--- config.mk ---
export PLATFORM = sky130hd
export DESIGN_NAME = buf_dma_ctrl
export DESIGN_NICKNAME = d
export VERILOG_FILES = /design/src/rtl/buf_dma_pkg.sv /design/src/rtl/buf_dma_skid.sv /design/src/rtl/buf_dma_ctrl.sv
export SDC_FILE = /design/constraint.sdc
export NUM_CORES = 1
export LEC_CHECK = 0
export BUFFER_PORTS_ARGS = -buffer_cell sky130_fd_sc_hd__buf_4
export CAP_MARGIN = 0
export CORE_MARGIN = 2
export CORE_UTILIZATION = 47
export CTS_CLUSTER_SIZE = 25
export DETAILED_ROUTE_END_ITERATION = 16
export PLACE_DENSITY = 0.72
export SLEW_MARGIN = 20
export SYNTH_ARGS = -nofsm -noshare
export SYNTH_HDL_FRONTEND = slang
export SYNTH_SLANG_ARGS = --single-unit
--- constraint.sdc ---
create_clock -name clk -period 2.5 [get_ports clk]
set_input_delay 0.5 -clock clk [delete_from_list [all_inputs] [get_ports clk]]
set_output_delay 0.5 -clock clk [all_outputs]
set_load 0.005 [all_outputs]
--- src/rtl/buf_dma_pkg.sv ---
// Shared definitions for the buffer DMA controller.
// Holds the controller state encoding, the buffer index and address widths,
// and helpers that pack a bank bit and word index into a 13-bit source or
// destination buffer address.
package buf_dma_pkg;

    typedef enum logic [1:0] {
        ST_IDLE   = 2'd0,
        ST_LOAD   = 2'd1,
        ST_UNLOAD = 2'd2,
        ST_FIN    = 2'd3
    } state_t;

    localparam int SRC_IDX_W = 10;
    localparam int DST_IDX_W = 11;
    localparam int ADDR_W    = 13;
    localparam int BANK_BIT  = 12;
    // Skid FIFO entry: {last_flag, dst_d1, dst_d0}
    localparam int FIFO_W    = 65;

    // {bank, 2'b00, idx[9:0]}
    function automatic logic [ADDR_W-1:0] pack_src_addr(input logic bank,
                                                        input logic [SRC_IDX_W-1:0] idx);
        logic [ADDR_W-1:0] addr;
        addr = '0;
        addr[BANK_BIT] = bank;
        addr[SRC_IDX_W-1:0] = idx;
        return addr;
    endfunction

    // {bank, 1'b0, idx[10:0]}
    function automatic logic [ADDR_W-1:0] pack_dst_addr(input logic bank,
                                                        input logic [DST_IDX_W-1:0] idx);
        logic [ADDR_W-1:0] addr;
        addr = '0;
        addr[BANK_BIT] = bank;
        addr[DST_IDX_W-1:0] = idx;
        return addr;
    endfunction

endpackage

--- src/rtl/buf_dma_skid.sv ---
// Two-entry skid FIFO holding destination read data on its way to the
// output stream.
// Ports: clk, rst_n (async active-low), push/push_data (write side),
// pop (read side, only when count != 0), head (oldest entry), count (0..2).
module buf_dma_skid
    import buf_dma_pkg::*;
(
    input  logic              clk,
    input  logic              rst_n,
    input  logic              push,
    input  logic [FIFO_W-1:0] push_data,
    input  logic              pop,
    output logic [FIFO_W-1:0] head,
    output logic [1:0]        count
);

    logic       wr_ptr_reg;
    logic       rd_ptr_reg;
    logic [1:0] count_reg;

    genvar gi;
    generate
        for (gi = 0; gi < 2; gi++) begin : g_entry
            logic [FIFO_W-1:0] entry_reg;
            // Entries reset to zero so the output data bus reads 0 after reset.
            always_ff @(posedge clk or negedge rst_n) begin
                if (!rst_n) begin
                    entry_reg <= '0;
                end else if (push && (wr_ptr_reg == 1'(gi))) begin
                    entry_reg <= push_data;
                end
            end
        end
    endgenerate

    always_ff @(posedge clk or negedge rst_n) begin
        if (!rst_n) begin
            wr_ptr_reg <= 1'b0;
            rd_ptr_reg <= 1'b0;
            count_reg  <= 2'd0;
        end else begin
            if (push) wr_ptr_reg <= ~wr_ptr_reg;
            if (pop)  rd_ptr_reg <= ~rd_ptr_reg;
            case ({push, pop})
                2'b10:   count_reg <= count_reg + 2'd1;
                2'b01:   count_reg <= count_reg - 2'd1;
                default: count_reg <= count_reg;
            endcase
        end
    end

    assign head  = rd_ptr_reg ? g_entry[1].entry_reg : g_entry[0].entry_reg;
    assign count = count_reg;

endmodule

--- src/rtl/buf_dma_ctrl.sv ---
// Host-side end of the accelerator source/destination buffer interface.
// LOAD copies a 64-bit input stream into the source buffer (one write beat
// per accepted word); UNLOAD reads the destination buffer and streams the
// words out through a 2-entry skid FIFO with backpressure. One command runs
// at a time and completion is signalled by a one-cycle done pulse.
// Ports:
//   clk, rst_n                     clock, asynchronous active-low reset
//   cmd_v/cmd_rdy/cmd_dir/cmd_bank/cmd_len   command handshake and fields
//   busy, done                     status (done = 1-cycle completion pulse)
//   s_valid/s_ready/s_data         64-bit input stream (LOAD)
//   m_valid/m_ready/m_data/m_last  64-bit output stream (UNLOAD)
//   src_v/src_a/src_d0..src_d3     source buffer write port
//   dst_v/dst_a/dst_d0/dst_d1      destination buffer read port (1-cycle latency)
// Optional: define BUF_DMA_STALL_CNT_EN to add the 32-bit stall_cnt output,
// a saturating count of stream stall cycles cleared on command accept.
module buf_dma_ctrl
    import buf_dma_pkg::*;
#(
    parameter int SRC_DEPTH = 1024,
    parameter int DST_DEPTH = 2048,
    parameter int LEN_W     = 12
) (
    input  logic              clk,
    input  logic              rst_n,
    input  logic              cmd_v,
    output logic              cmd_rdy,
    input  logic              cmd_dir,
    input  logic              cmd_bank,
    input  logic [LEN_W-1:0]  cmd_len,
    output logic              busy,
    output logic              done,
    input  logic              s_valid,
    output logic              s_ready,
    input  logic [63:0]       s_data,
    output logic              m_valid,
    input  logic              m_ready,
    output logic [63:0]       m_data,
    output logic              m_last,
    output logic              src_v,
    output logic [ADDR_W-1:0] src_a,
    output logic [15:0]       src_d0,
    output logic [15:0]       src_d1,
    output logic [15:0]       src_d2,
    output logic [15:0]       src_d3,
    output logic              dst_v,
    output logic [ADDR_W-1:0] dst_a,
    input  logic [31:0]       dst_d0,
    input  logic [31:0]       dst_d1
`ifdef BUF_DMA_STALL_CNT_EN
    ,
    output logic [31:0]       stall_cnt
`endif
);

    localparam logic [LEN_W-1:0] ONE = LEN_W'(1);

    state_t             state_reg, state_next;
    logic               bank_reg;
    logic [LEN_W-1:0]   len_reg;
    logic [LEN_W-1:0]   idx_reg;
    logic [LEN_W-1:0]   eff_len;
    logic               src_v_reg;
    logic [ADDR_W-1:0]  src_a_reg;
    logic [ADDR_W-1:0]  dst_a_reg;
    logic               inflight_reg;
    logic               inflight_last_reg;
    logic               load_fire;
    logic               issue;
    logic               pop;
    logic [1:0]         occupancy;
    logic [FIFO_W-1:0]  fifo_head;
    logic [1:0]         fifo_count;

    // Clamp the requested length to the depth of the addressed buffer.
    always_comb begin
        eff_len = cmd_len;
        if (cmd_dir) begin
            if (cmd_len > LEN_W'(DST_DEPTH)) eff_len = LEN_W'(DST_DEPTH);
        end else begin
            if (cmd_len > LEN_W'(SRC_DEPTH)) eff_len = LEN_W'(SRC_DEPTH);
        end
    end

    assign load_fire = s_valid && s_ready;
    assign m_valid   = (fifo_count != 2'd0);
    assign pop       = m_valid && m_ready;
    assign occupancy = fifo_count + {1'b0, inflight_reg};

    always_comb begin
        state_next = state_reg;
        cmd_rdy    = 1'b0;
        busy       = 1'b1;
        done       = 1'b0;
        s_ready    = 1'b0;
        issue      = 1'b0;
        unique case (state_reg)
            ST_IDLE: begin
                cmd_rdy = 1'b1;
                busy    = 1'b0;
                if (cmd_v) begin
                    if (eff_len == '0)  state_next = ST_FIN;
                    else if (cmd_dir)   state_next = ST_UNLOAD;
                    else                state_next = ST_LOAD;
                end
            end
            ST_LOAD: begin
                s_ready = (idx_reg < len_reg);
                // idx reaches len in the cycle the final write beat is on src_v.
                if (idx_reg == len_reg) state_next = ST_FIN;
            end
            ST_UNLOAD: begin
                // A pop this cycle frees a slot before the in-flight word lands,
                // which is what sustains one read per clock.
                issue = (idx_reg < len_reg) &&
                        ((occupancy < 2'd2) || ((occupancy == 2'd2) && pop));
                if (pop && fifo_head[FIFO_W-1]) state_next = ST_FIN;
            end
            ST_FIN: begin
                done       = 1'b1;
                state_next = ST_IDLE;
            end
            default: state_next = ST_IDLE;
        endcase
    end

    always_ff @(posedge clk or negedge rst_n) begin
        if (!rst_n) begin
            state_reg         <= ST_IDLE;
            bank_reg          <= 1'b0;
            len_reg           <= '0;
            idx_reg           <= '0;
            src_v_reg         <= 1'b0;
            src_a_reg         <= '0;
            dst_a_reg         <= '0;
            inflight_reg      <= 1'b0;
            inflight_last_reg <= 1'b0;
        end else begin
            state_reg         <= state_next;
            src_v_reg         <= load_fire;
            inflight_reg      <= issue;
            inflight_last_reg <= issue && (idx_reg == len_reg - ONE);
            if ((state_reg == ST_IDLE) && cmd_v) begin
                bank_reg <= cmd_bank;
                len_reg  <= eff_len;
                idx_reg  <= '0;
            end else if (load_fire || issue) begin
                idx_reg <= idx_reg + ONE;
            end
            if (load_fire) src_a_reg <= pack_src_addr(bank_reg, idx_reg[SRC_IDX_W-1:0]);
            if (issue)     dst_a_reg <= pack_dst_addr(bank_reg, idx_reg[DST_IDX_W-1:0]);
        end
    end

    genvar gi;
    generate
        for (gi = 0; gi < 4; gi++) begin : g_lane
            logic [15:0] lane_reg;
            always_ff @(posedge clk or negedge rst_n) begin
                if (!rst_n) begin
                    lane_reg <= '0;
                end else if (load_fire) begin
                    lane_reg <= s_data[gi*16 +: 16];
                end
            end
        end
    endgenerate

    assign src_v  = src_v_reg;
    assign src_a  = src_a_reg;
    assign src_d0 = g_lane[0].lane_reg;
    assign src_d1 = g_lane[1].lane_reg;
    assign src_d2 = g_lane[2].lane_reg;
    assign src_d3 = g_lane[3].lane_reg;

    // dst_a only moves when a read is issued, so the buffer's bank-select
    // mux stays stable until the previous word has been captured.
    assign dst_v = issue;
    assign dst_a = issue ? pack_dst_addr(bank_reg, idx_reg[DST_IDX_W-1:0]) : dst_a_reg;

    buf_dma_skid u_skid (
        .clk       (clk),
        .rst_n     (rst_n),
        .push      (inflight_reg),
        .push_data ({inflight_last_reg, dst_d1, dst_d0}),
        .pop       (pop),
        .head      (fifo_head),
        .count     (fifo_count)
    );

    assign m_data = fifo_head[63:0];
    assign m_last = m_valid && fifo_head[FIFO_W-1];

`ifdef BUF_DMA_STALL_CNT_EN
    logic [31:0] stall_cnt_reg;
    logic        stall_hit;

    assign stall_hit = ((state_reg == ST_LOAD)   && s_ready && !s_valid) ||
                       ((state_reg == ST_UNLOAD) && m_valid && !m_ready);

    always_ff @(posedge clk or negedge rst_n) begin
        if (!rst_n) begin
            stall_cnt_reg <= '0;
        end else if ((state_reg == ST_IDLE) && cmd_v) begin
            stall_cnt_reg <= '0;
        end else if (stall_hit && (stall_cnt_reg != '1)) begin
            stall_cnt_reg <= stall_cnt_reg + 32'd1;
        end
    end

    assign stall_cnt = stall_cnt_reg;
`endif

endmodule

[After elaboration in Yosys (flattened, before gate mapping)]
Cells that the tools add are included.
Word-level totals
  register bits: 252
  bits in latches: 0
  memory bits (writable): 0
  ROM bits: 0
  input port bits: 147
  output and inout port bits: 162
  word-level logic and storage cells: 77
  memories: 0
Operators by class
  $add $sub $neg: 5
  multiply operators: 0
  div/mod/pow operators: 0
  magnitude comparators: 4
  eq/ne operators: 11
  shift operators: 0
  mux-type cells: 19
  bitwise logic cells: 2
  reductions and logical operators: 18
Operators with widths (count)
  $mux 65: 1
  $mux 12: 5
  $eq 12x12->1: 2
  $mux 13: 1
  $add 12x1->12 const B: 1
  $gt 12x11->1 const B: 1
  $gt 12x12->1 const B: 1
  $logic_not 12->1: 1
  $lt 12x12->1: 1
  $sub 12x1->12 const B: 1
  $logic_and 1x1->1: 10
  $mux 2: 5
  $eq 2x2->1 const B: 4
  $pmux 2 s4: 1
  $ne 2x2->1 const B: 3
  $reduce_bool 2->1: 3
  $mux 1: 5
  $eq 2x1->1 const B: 2
  $pmux 2 s2: 1
  $reduce_and 3->1: 1
  $add 2x1->2: 1
  $add 2x1->2 const B: 1
  $logic_not 2->1: 1
  $logic_or 1x1->1: 2
  3 further kinds: 4

[Logic depth before layout (Yosys ltp)]
Gate-level depths: netlist (run 1).
  word-level depth: 9
  depth in mapped cells: 10

[Hierarchy]
Synthesis (run 1) repeated with hierarchy kept, for this count alone.
Unflattened totals
  cells, all modules: 805
  area, all modules: 11258.3 µm²
By module, submodules not included
  buf_dma_skid: instances 1, cells each 360, area an instance 5799.3 µm²
  buf_dma_ctrl: instances 1, cells each 445, area an instance 5459.0 µm²

[Worst setup path after synthesis (run 1)]
No wires, ideal clock.
  path kind: reg2out
  start point: reg len_reg[9]
  end point: out dst_a[10]
  arrival time: 2.080 ns
  data required time: 2.000 ns
  slack: -0.080 ns
  stages on the path, launching flop included: 9
  buffers on the path: 1
  path through: dfrtp_1 -> inv_1 -> ha_1 -> nand4_1 -> or2_0 -> a21o_1 -> nand4b_1 -> buf_2 -> mux2_2
On the way
  word-level cells in the longest chain between the ends: 4
RTL lines
  from (decl): line buf_dma_ctrl.sv:59  | logic [LEN_W-1:0] len_reg;
  from (signal assigned): line buf_dma_ctrl.sv:144  | len_reg <= eff_len;
  $lt 12x12->1: line buf_dma_ctrl.sv:114  | issue = (idx_reg < len_reg) &&
  $logic_and 1x1->1: line buf_dma_ctrl.sv:114
  $mux 1: line buf_dma_ctrl.sv:96  | unique case (state_reg)
  $mux 13
  to (decl): line buf_dma_ctrl.sv:46  | output logic [ADDR_W-1:0] dst_a,
No other way between the ends.

[Final worst setup path (run 1)]
  start point: reg idx_reg[10]
  end point: out dst_a[1]
On the way
  word-level cells in the longest chain between the ends: 4
RTL lines
  from (decl): line buf_dma_ctrl.sv:60  | logic [LEN_W-1:0] idx_reg;
  from (signal assigned): line buf_dma_ctrl.sv:147  | idx_reg <= idx_reg + ONE;
  $lt 12x12->1: line buf_dma_ctrl.sv:114
  $logic_and 1x1->1: line buf_dma_ctrl.sv:114
  $mux 1: line buf_dma_ctrl.sv:96
  $mux 13
No other way between the ends.

==> qor.csv, run 1 <==
stage;metric;value;unit
hold_path;hold-critical path depth;3;
grt;Congestion Overflow GR;0;
clock_network;Clk pin slew, worst setup/hold paths;60;ps
setup_path;FF-to-FF End;src_d2[0];
clock_network;# clock sinks;252;
yosys;Synth Warn #;0;
clock_network;number of buffers on the longest clock path;3;
grt;via count of the first global-routing pass;7970;
yosys;fraction of synthesized cell area in xor and xnor cells;1.576;%
setup_path;Critical-path top delay cell;sky130_fd_sc_hd__dfrtp_1;
yosys;Synth Area per Inst;13.99;sq um
setup_path;highest fanout seen on the critical path;7;
clock_network;clock tree root driver cell;sky130_fd_sc_hd__clkbuf_16;
yosys;Simple-Gate Fraction of Synth Area;4.468;%
floorplanning;Rows;56;
placement;total half-perimeter wirelength after legalization and detailed placement;19910;microns
setup_path;kind of start point of the critical path;register;
setup_path;start of the worst register-to-register path;idx_reg[10];
grt;largest net degree at the start of global routing;58;
floorplanning;total core area;23330;sq um
drt;Via Count;7952;
hold_path;destination of the worst hold path;bank_reg;
yosys;compound-cell area share of the yosys netlist;3.567;%
final_layout;ratio of cells with drive above 1 in the final layout;63.04;%
final_layout;total non-filler cell area in the finished layout;16040;sq um
setup_path;crit end category;primary output;
timing;worst setup skew after layout;20.23;ps
final_layout;flip-flop count of the largest register, all copies and words added;130;
timing;PnR worst setup slack;-632.1;ps
pwr;static power due to leakage;7.574;nW
grt;GRT Overall Usage;21.65;%
timing;period utilization;125.3;%
timing;Max Transition Viols Final;0;
outcome;violations in the final reports;negative setup slack;
drt;number of detailed-routing iterations run before antenna repair;4;
grt;antenna violations before repair;3;
outcome;run status;finished, violations left;
clock_network;clock tree from TritonCTS;done;
setup_path;number of cells on the worst reg-to-reg path;16;
timing;tightest slew margin relative to the limit;44.74;%
drt;Routed Wire Length;30200;microns
setup_path;Critical Setup Path Class;register to primary output;
timing;final hold violation count;0;
timing;# setup viols final;96;
placement;count of input and output buffers;306;
yosys;share of synthesized area spent on multiplexers;28.91;%
yosys;dominant combinational cell family by area after synthesis;multiplexers;
setup_path;Data required, critical path;2000;ps
yosys;adder and majority cell fraction of the synthesized area;2.251;%
yosys;most area-hungry cell type in the Yosys netlist;sky130_fd_sc_hd__dfrtp_1;
setup_path;setup slack, reg-to-reg;-350;ps
final_layout;number of nets in the final layout;1343;
yosys;synthesized flop and latch total;252;
timing;final critical delay including setup and external delays;3132;ps
hold_path;worst min-delay path class;primary input to register;
final_layout;Syn-to-layout area delta;44.29;%
drt;Vias/cell;5.242;
yosys;share of flip-flops with an asynchronous set or reset;100.0;%
pwr;peak supply drop;0.8207;mV
grt;first-pass GRT wire length;42490;microns
pwr;power density of the placed cells;1274;nW/um^2
floorplanning;DIE WIDTH;157.8;microns
drt;DR DRC count;0;
setup_path;Largest stage delay, worst path;420;ps
floorplanning;Die Y;157.8;microns
floorplanning;Starting Density;47.65;%
timing;unrepaired setup endpoints after global routing;yes;
setup_path;Arr. time, crit path;2630;ps
floorplanning;DIE AREA;24900;sq um
yosys;synthesized instance count;795;
setup_path;ordered cell list for the critical path;ha_4 -> nand4_1 -> or2_1 -> a21o_1 -> nand4b_1 -> buf_6 -> clkbuf_16 -> mux2_4 -> buf_6;
yosys;register area share after synthesis;56.72;%
drt;antenna-violating nets left;0;
setup_path;most used cell along the critical path;sky130_fd_sc_hd__buf_6;
yosys;Synth area leaders;sky130_fd_sc_hd__dfrtp_1, sky130_fd_sc_hd__mux2_2, sky130_fd_sc_hd__ha_1;
run;Max-cap violations;0;
yosys;leading register cell type out of synthesis;sky130_fd_sc_hd__dfrtp_1;
drt;initial DRC count;339;
timing;top achievable clock speed;319.3;MHz
clock_network;deepest level of the CTS H-tree;1;
timing;Least-Margin Pin Slew;828.5;ps
timing;final hold slack;163.0;ps
placement;Placed Instance Area;14160;sq um
placement;final estimated routing congestion in global placement;0.8144;
floorplanning;number of ports placed on the die boundary;309;
yosys;number of enable flip-flop cells after synthesis;0;
clock_network;TritonCTS buffer count;27;
yosys;Yosys cell types;49;
hold_path;launch instance of the worst min-delay path;cmd_bank;
drt;detail-routed net length per standard cell;19.91;microns
yosys;Synth Cell Area;11120;sq um
clock_network;clk_lat worst skew;530;ps
yosys;top cell type's share of synthesized area;56.72;%
metrics by stage:
step / utilization (%) / cells / setup WS, ps / TNS, ps / power, W
floorplan: - / 796 / -10.03 / -50.14 / 0.01125
global placement: 60.68 / 1434 / 1.444 / 0 / 0.01507
detailed placement: 60.68 / 1434 / -33.52 / -318.7 / 0.01531
CTS: 64.96 / 1490 / -591.1 / -15020 / 0.01943
global route: 68.76 / 1517 / -717.0 / -35210 / 0.02165
finish: 68.76 / 1517 / -632.1 / -28640 / 0.02043
worst max-delay path: cells and delay by family, from the launching register on:
family	cells	cell delay, ps
buffers and inverters	3	410
muxes	1	310
AOI/OAI and AO/OA	1	180
and+or+nand+nor	3	490
adders and majority gates	1	290
DFF	1	420
repair_timing:
| item | in CTS | in global routing |
|---|---|---|
| pin swaps | 5 | 23 |
| resized for setup | 24 | 123 |
| cloned | 0 | 12 |
| hold buffers | 1 | 0 |
| endpoints found under the hold margin | 38 | 0 |
| buffers inserted | 7 | 15 |
| setup endpoints to repair | 15 | 98 |
layout make-up:
class | count | area [sq um]
sequential | 252 | 6307
multi-input combinational | 480 | 5001
inverter | 24 | 92.59
clock inverter | 14 | 100.1
fill | 1652 | 7289
tap | 319 | 399.1
antenna | 2 | 5.005
clock buffer | 35 | 755.7
timing repair buffer | 391 | 3382
Yosys cell counts, types with 2 or more instances:
library cell                 n
sky130_fd_sc_hd__a21o_1      2
sky130_fd_sc_hd__a21oi_1    12
sky130_fd_sc_hd__a22o_1     10
sky130_fd_sc_hd__and3_1      2
sky130_fd_sc_hd__buf_1       2
sky130_fd_sc_hd__buf_2      10
sky130_fd_sc_hd__buf_4       6
sky130_fd_sc_hd__clkbuf_1   22
sky130_fd_sc_hd__dfrtp_1   252
sky130_fd_sc_hd__ha_1       20
sky130_fd_sc_hd__inv_1      24
sky130_fd_sc_hd__mux2_2    281
sky130_fd_sc_hd__mux2i_1     5
sky130_fd_sc_hd__nand2_1    24
sky130_fd_sc_hd__nand2b_1    4
sky130_fd_sc_hd__nand3_1    13
sky130_fd_sc_hd__nand4_1     7
sky130_fd_sc_hd__nor2_1     19
sky130_fd_sc_hd__nor2b_1     2
sky130_fd_sc_hd__nor4_1      2
sky130_fd_sc_hd__o211ai_1    6
sky130_fd_sc_hd__o21ai_0    14
sky130_fd_sc_hd__o22ai_1     3
sky130_fd_sc_hd__o31ai_1     2
sky130_fd_sc_hd__or3_1       5
sky130_fd_sc_hd__or4_1       5
sky130_fd_sc_hd__xnor2_1    13
sky130_fd_sc_hd__xor2_1      7
metal layers:
layer | routed length, microns | GRT usage (%) | vias to the layer above
li1 | - | - | 3610
met1 | 11720 | 26.50 | 4001
met2 | 14900 | 36.11 | 287
met3 | 2674 | 7.364 | 52
met4 | 883 | 6.883 | 2
met5 | 12 | 0 | -
cell usage in the layout (no fill, tap or decap), drive strengths merged, types with 6 or more instances in the layout:
cell type	instances
clkbuf	43
xnor2	13
xor2	7
nand2	24
o21ai	14
ha	20
o211ai	6
buf	382
a21oi	12
inv	24
nand4	7
nor2	19
dfrtp	252
nand3	14
mux2	281
clkinv	11
a22o	10
how the worst max path moves through the flow:
stage	end	from	cells past startpoint
after floorplan	dst_a[10]	len_reg[9]	8
after global placement	dst_a[10]	len_reg[10]	9
after detailed placement	dst_a[3]	len_reg[10]	9
after CTS	dst_a[7]	len_reg[11]	9
after global routing	dst_a[3]	len_reg[8]	10
final	dst_a[1]	idx_reg[10]	9
cells by family (layout without fill, tap and decap cells):
| group | count (synthesis) | after routing |
|---|---|---|
| buf+inv | 64 | 464 |
| simple gates | 95 | 95 |
| compound gates | 57 | 57 |
| other cells | 1 | 4 |
| flops | 252 | 252 |
| xor+xnor | 20 | 20 |
| mux | 286 | 286 |
| fa+ha+maj | 20 | 20 |
where the power goes:
group	switching (W)	internal, W	total (W)
Sequential	0.000962	0.00592	0.00688
Combinational	0.00370	0.00601	0.00971
Clock	0.00162	0.00223	0.00385
Total	0.00628	0.0142	0.0204
Power figures use the tool's default switching activity.
==> run 2, diff against run 1 <==
ABC_AREA = 1   (was not set)
==> run 2 against run 1 <==
  * The run still ends with negative setup slack left
  * Cell area increased by 0.90%
  * Largest cell class unchanged
  * Non-clock buffer count decreased by 8
  * Area after synthesis increased by 1.7%
  * First-iteration DRC count increased to 2.5 times the previous value
  * Routed wire length increased by 12%
  * Sequential cell count unchanged
  * Register-to-register slack improved by 280 ps
  * Sequential share of layout area decreased by 0.35 points
  * Fmax increased by 8.6%
  * Combinational power increased by 16%
==> qor.csv, run 2 <==
stage;metric;value;unit;change
timing;summed negative setup slack over all endpoints;-7555;ps;+21080 ps
placement;final estimated routing congestion in global placement;0.8857;;+8.8%
timing;Max Transition Viols Final;0;;unchanged
clock_network;clock tree from TritonCTS;done;;
clock_network;clock tree root driver cell;sky130_fd_sc_hd__clkbuf_16;;
timing;Least-Margin Pin Slew;560.8;ps;-267.7 ps
timing;final hold violation count;0;;unchanged
setup_path;crit end category;primary output;;
yosys;Yosys cell types;37;;-24%
pwr;portion of total power attributed to combinational logic;50.1;%;+2.6 points
yosys;synthesized instance count;1364;;+72%
pwr;Sequential Power Share;31.4;%;-2.3 points
clock_network;deepest level of the CTS H-tree;1;;unchanged
drt;antenna-violating nets left;0;;unchanged
drt;detail-routed net length per standard cell;16.45;microns;-17%
yosys;top cell type's share of synthesized area;55.75;%;-0.97 points
final_layout;Syn-to-layout area delta;43.09;%;
yosys;Synth Warn #;0;;unchanged
yosys;register area share after synthesis;55.75;%;-0.97 points
timing;final hold slack;167.2;ps;+4.230 ps
clock_network;# clock sinks;252;;unchanged
grt;GRT Overall Usage;24.34;%;+2.7 points
setup_path;Arr. time, crit path;2380;ps;-250 ps
yosys;Synth Area per Inst;8.293;sq um;-41%
placement;count of input and output buffers;306;;unchanged
hold_path;hold-critical path depth;3;;unchanged
final_layout;ratio of cells with drive above 1 in the final layout;31.53;%;-32 points
pwr;static power due to leakage;8.680;nW;+15%
drt;DR DRC count;0;;unchanged
grt;first-pass GRT wire length;50750;microns;+19%
drt;Routed Wire Length;33790;microns;+12%
yosys;leading register cell type out of synthesis;sky130_fd_sc_hd__dfrtp_1;;
pwr;Clock power frac;18.5;%;-0.3 points
placement;total half-perimeter wirelength after legalization and detailed placement;20780;microns;+4.4%
setup_path;start of the worst register-to-register path;len_reg[5];;
yosys;most area-hungry cell type in the Yosys netlist;sky130_fd_sc_hd__dfrtp_1;;
timing;unrepaired setup endpoints after global routing;yes;;
final_layout;highest-count cells in the layout ignoring fill and taps;sky130_fd_sc_hd__nand2_1, sky130_fd_sc_hd__buf_4, sky130_fd_sc_hd__dfrtp_1, sky130_fd_sc_hd__o21ai_0, sky130_fd_sc_hd__inv_1;;
yosys;number of enable flip-flop cells after synthesis;0;;unchanged
floorplanning;Starting Density;48.05;%;+0.40 points
timing;tightest slew margin relative to the limit;62.62;%;+18 points
clock_network;number of buffers on the longest clock path;3;;unchanged
floorplanning;DIE WIDTH;159.1;microns;+0.85%
timing;worst setup skew after layout;15.73;ps;-4.496 ps
hold_path;worst min-delay path class;primary input to register;;
drt;initial DRC count;859;;+150%
setup_path;Critical Setup Path Class;register to primary output;;
final_layout;flip-flop count of the largest register, all copies and words added;130;;unchanged
timing;top achievable clock speed;346.7;MHz;+8.6%
pwr;peak supply drop;0.7520;mV;-8.4%
floorplanning;total core area;23540;sq um;+0.90%
grt;largest net degree at the start of global routing;82;;+41%
setup_path;kind of start point of the critical path;register;;
clock_network;TritonCTS buffer count;28;;+3.7%
timing;PnR worst setup slack;-384.2;ps;+247.9 ps
yosys;Synth top cells by count;sky130_fd_sc_hd__nand2_1, sky130_fd_sc_hd__dfrtp_1, sky130_fd_sc_hd__o21ai_0, sky130_fd_sc_hd__inv_1, sky130_fd_sc_hd__clkbuf_1;;
setup_path;Data required, critical path;2000;ps;about the same
floorplanning;Rows;56;;unchanged
setup_path;number of cells on the worst reg-to-reg path;17;;+1
hold_path;launch instance of the worst min-delay path;s_data[33];;
yosys;synthesized flop and latch total;252;;unchanged
pwr;switching power share of the total;38.02;%;+7.3 points
floorplanning;number of ports placed on the die boundary;309;;unchanged
yosys;Synth area leaders;sky130_fd_sc_hd__dfrtp_1, sky130_fd_sc_hd__nand2_1, sky130_fd_sc_hd__o21ai_0;;
final_layout;leading cell type in the layout, fill and taps excluded;sky130_fd_sc_hd__nand2_1;;
outcome;run status;finished, violations left;;
final_layout;number of nets in the final layout;1881;;+40%
drt;number of detailed-routing iterations run before antenna repair;6;;+2
grt;Congestion Overflow GR;0;;unchanged
yosys;Synth Cell Area;11310;sq um;+1.7%
floorplanning;DIE AREA;25330;sq um;+1.7%
pwr;internal portion of total power;0.01401;W;-1.0%
final_layout;number of antenna cells inserted;0;;-2
timing;# setup viols final;58;;-40%
outcome;violations in the final reports;negative setup slack;;
drt;Vias/cell;5.015;;-4.3%
final_layout;number of standard cells in the final layout excluding fillers;2054;;+35%
run;Max-cap violations;0;;unchanged
timing;period utilization;115.4;%;-9.9 points
floorplanning;Die Y;159.1;microns;+0.85%
grt;antenna violations before repair;0;;-3
clock_network;Clk pin slew, worst setup/hold paths;70;ps;about the same
grt;via count of the first global-routing pass;9930;;+25%
timing;final critical delay including setup and external delays;2884;ps;-247.9 ps
pwr;power density of the placed cells;1397;nW/um^2;+9.7%
yosys;share of flip-flops with an asynchronous set or reset;100.0;%;unchanged
placement;Inst Count DP;1952;;+36%
yosys;leading cell type by number of instances after synthesis;sky130_fd_sc_hd__nand2_1;;
setup_path;Critical Path Source;len_reg[8];;
pwr;switching power;0.008595;W;+37%
setup_path;highest fanout seen on the critical path;7;;unchanged
clock_network;clk_lat worst skew;530;ps;about the same
drt;Via Count;10300;;+30%
## run 2: changes by cell type after synthesis, moves of 9 or more
cell | previous run | this run
sky130_fd_sc_hd__nand2_1 | 24 | 595
sky130_fd_sc_hd__nand3_1 | 13 | 22
sky130_fd_sc_hd__xor2_1 | 7 | 19
sky130_fd_sc_hd__mux2_2 | 281 | 0
sky130_fd_sc_hd__clkbuf_1 | 22 | 40
sky130_fd_sc_hd__o21ai_2 | 0 | 10
sky130_fd_sc_hd__a22o_1 | 10 | 0
sky130_fd_sc_hd__o21ai_0 | 14 | 173
sky130_fd_sc_hd__inv_1 | 24 | 110
sky130_fd_sc_hd__nor2_1 | 19 | 33
## run 2: repair_timing
| action | 4_1_cts | 5_1_grt |
|---|---|---|
| hold buffers | 1 | 0 |
| endpoints found under the hold margin | 47 | 0 |
| setup endpoints to repair | 15 | 99 |
| buffers inserted | 16 | 16 |
| cloned | 3 | 15 |
| pin swaps | 14 | 4 |
| gates resized for setup | 76 | 85 |
## run 2: power by group through the flow
stage | logic, W | registers (W) | clock network [W]
3_3_place_gp | 0.00860 | 0.00700 | 0
3_5_place_dp | 0.00881 | 0.00705 | 0
6_report | 0.0113 | 0.00710 | 0.00418
4_1_cts | 0.00999 | 0.00705 | 0.00425
2_1_floorplan | 0.00479 | 0.00694 | 0
5_1_grt | 0.0124 | 0.00731 | 0.00443
## run 2: logic make-up after synthesis
kind of cell             share of synthesized area, %
AND/OR/NAND/NOR                                 23.75
flip-flops                                      55.75
AO/OA/AOI/OAI                                   9.501
buffers and inverters                           6.670
XOR/XNOR                                        2.091
adder cells (fa/ha/maj)                         2.212
other                                         0.03315
## run 2: area by class of cell
| type | instances | area, sq um |
|---|---|---|
| fillers | 1888 | 7356 |
| flip-flops and latches | 252 | 6307 |
| multi-input cells | 936 | 4716 |
| repair buffers | 383 | 3361 |
| clock buffers | 43 | 858.3 |
| inverters | 113 | 455.4 |
| well taps | 319 | 399.1 |
| clock inverters | 8 | 90.09 |
## run 2: path summary, 6_finish.rpt
check	slack [ps]	end
setup / recovery	-380	dst_a[5]
hold / removal	170	src_d2[1]
setup reg to reg	-70	src_d2[13]
hold reg to reg	480	src_d1[6]
max in group asynchronous	1210	src_d3[13]
min in group asynchronous	500	u_skid.g_entry[0].entry_reg[17]
## run 2: stage by stage
| step | area, sq um | setup WS (ps) | utilization (%) | power (W) |
|---|---|---|---|---|
| after floorplan | 11320 | 277.0 | - | 0.01173 |
| after global placement | 14050 | 111.5 | 59.68 | 0.01560 |
| after detailed placement | 14050 | 6.513 | 59.68 | 0.01586 |
| after CTS | 15450 | -321.4 | 65.63 | 0.02129 |
| after global routing | 16190 | -465.4 | 68.76 | 0.02416 |
| final | 16190 | -384.2 | 68.76 | 0.02261 |
## run 2: metal layers
metal | global-route usage [%] | part of all wire (%) | wire [microns]
met4 | 7.851 | 3.2 | 1074
met2 | 41.13 | 49 | 16600
met5 | 0 | 0 | 0
met1 | 30.75 | 40 | 13640
met3 | 6.304 | 7.3 | 2481
## run 2: critical path, stage by stage, from the launching register on
cell and delay [ps]:
sky130_fd_sc_hd__dfrtp_1 380, sky130_fd_sc_hd__inv_2 70, sky130_fd_sc_hd__ha_1 330, sky130_fd_sc_hd__nand3_4 120, sky130_fd_sc_hd__inv_1 60, sky130_fd_sc_hd__a21oi_1 120
sky130_fd_sc_hd__and2_4 200, sky130_fd_sc_hd__buf_12 150, sky130_fd_sc_hd__nand2_8 80, sky130_fd_sc_hd__o21ai_2 190, sky130_fd_sc_hd__buf_4 140
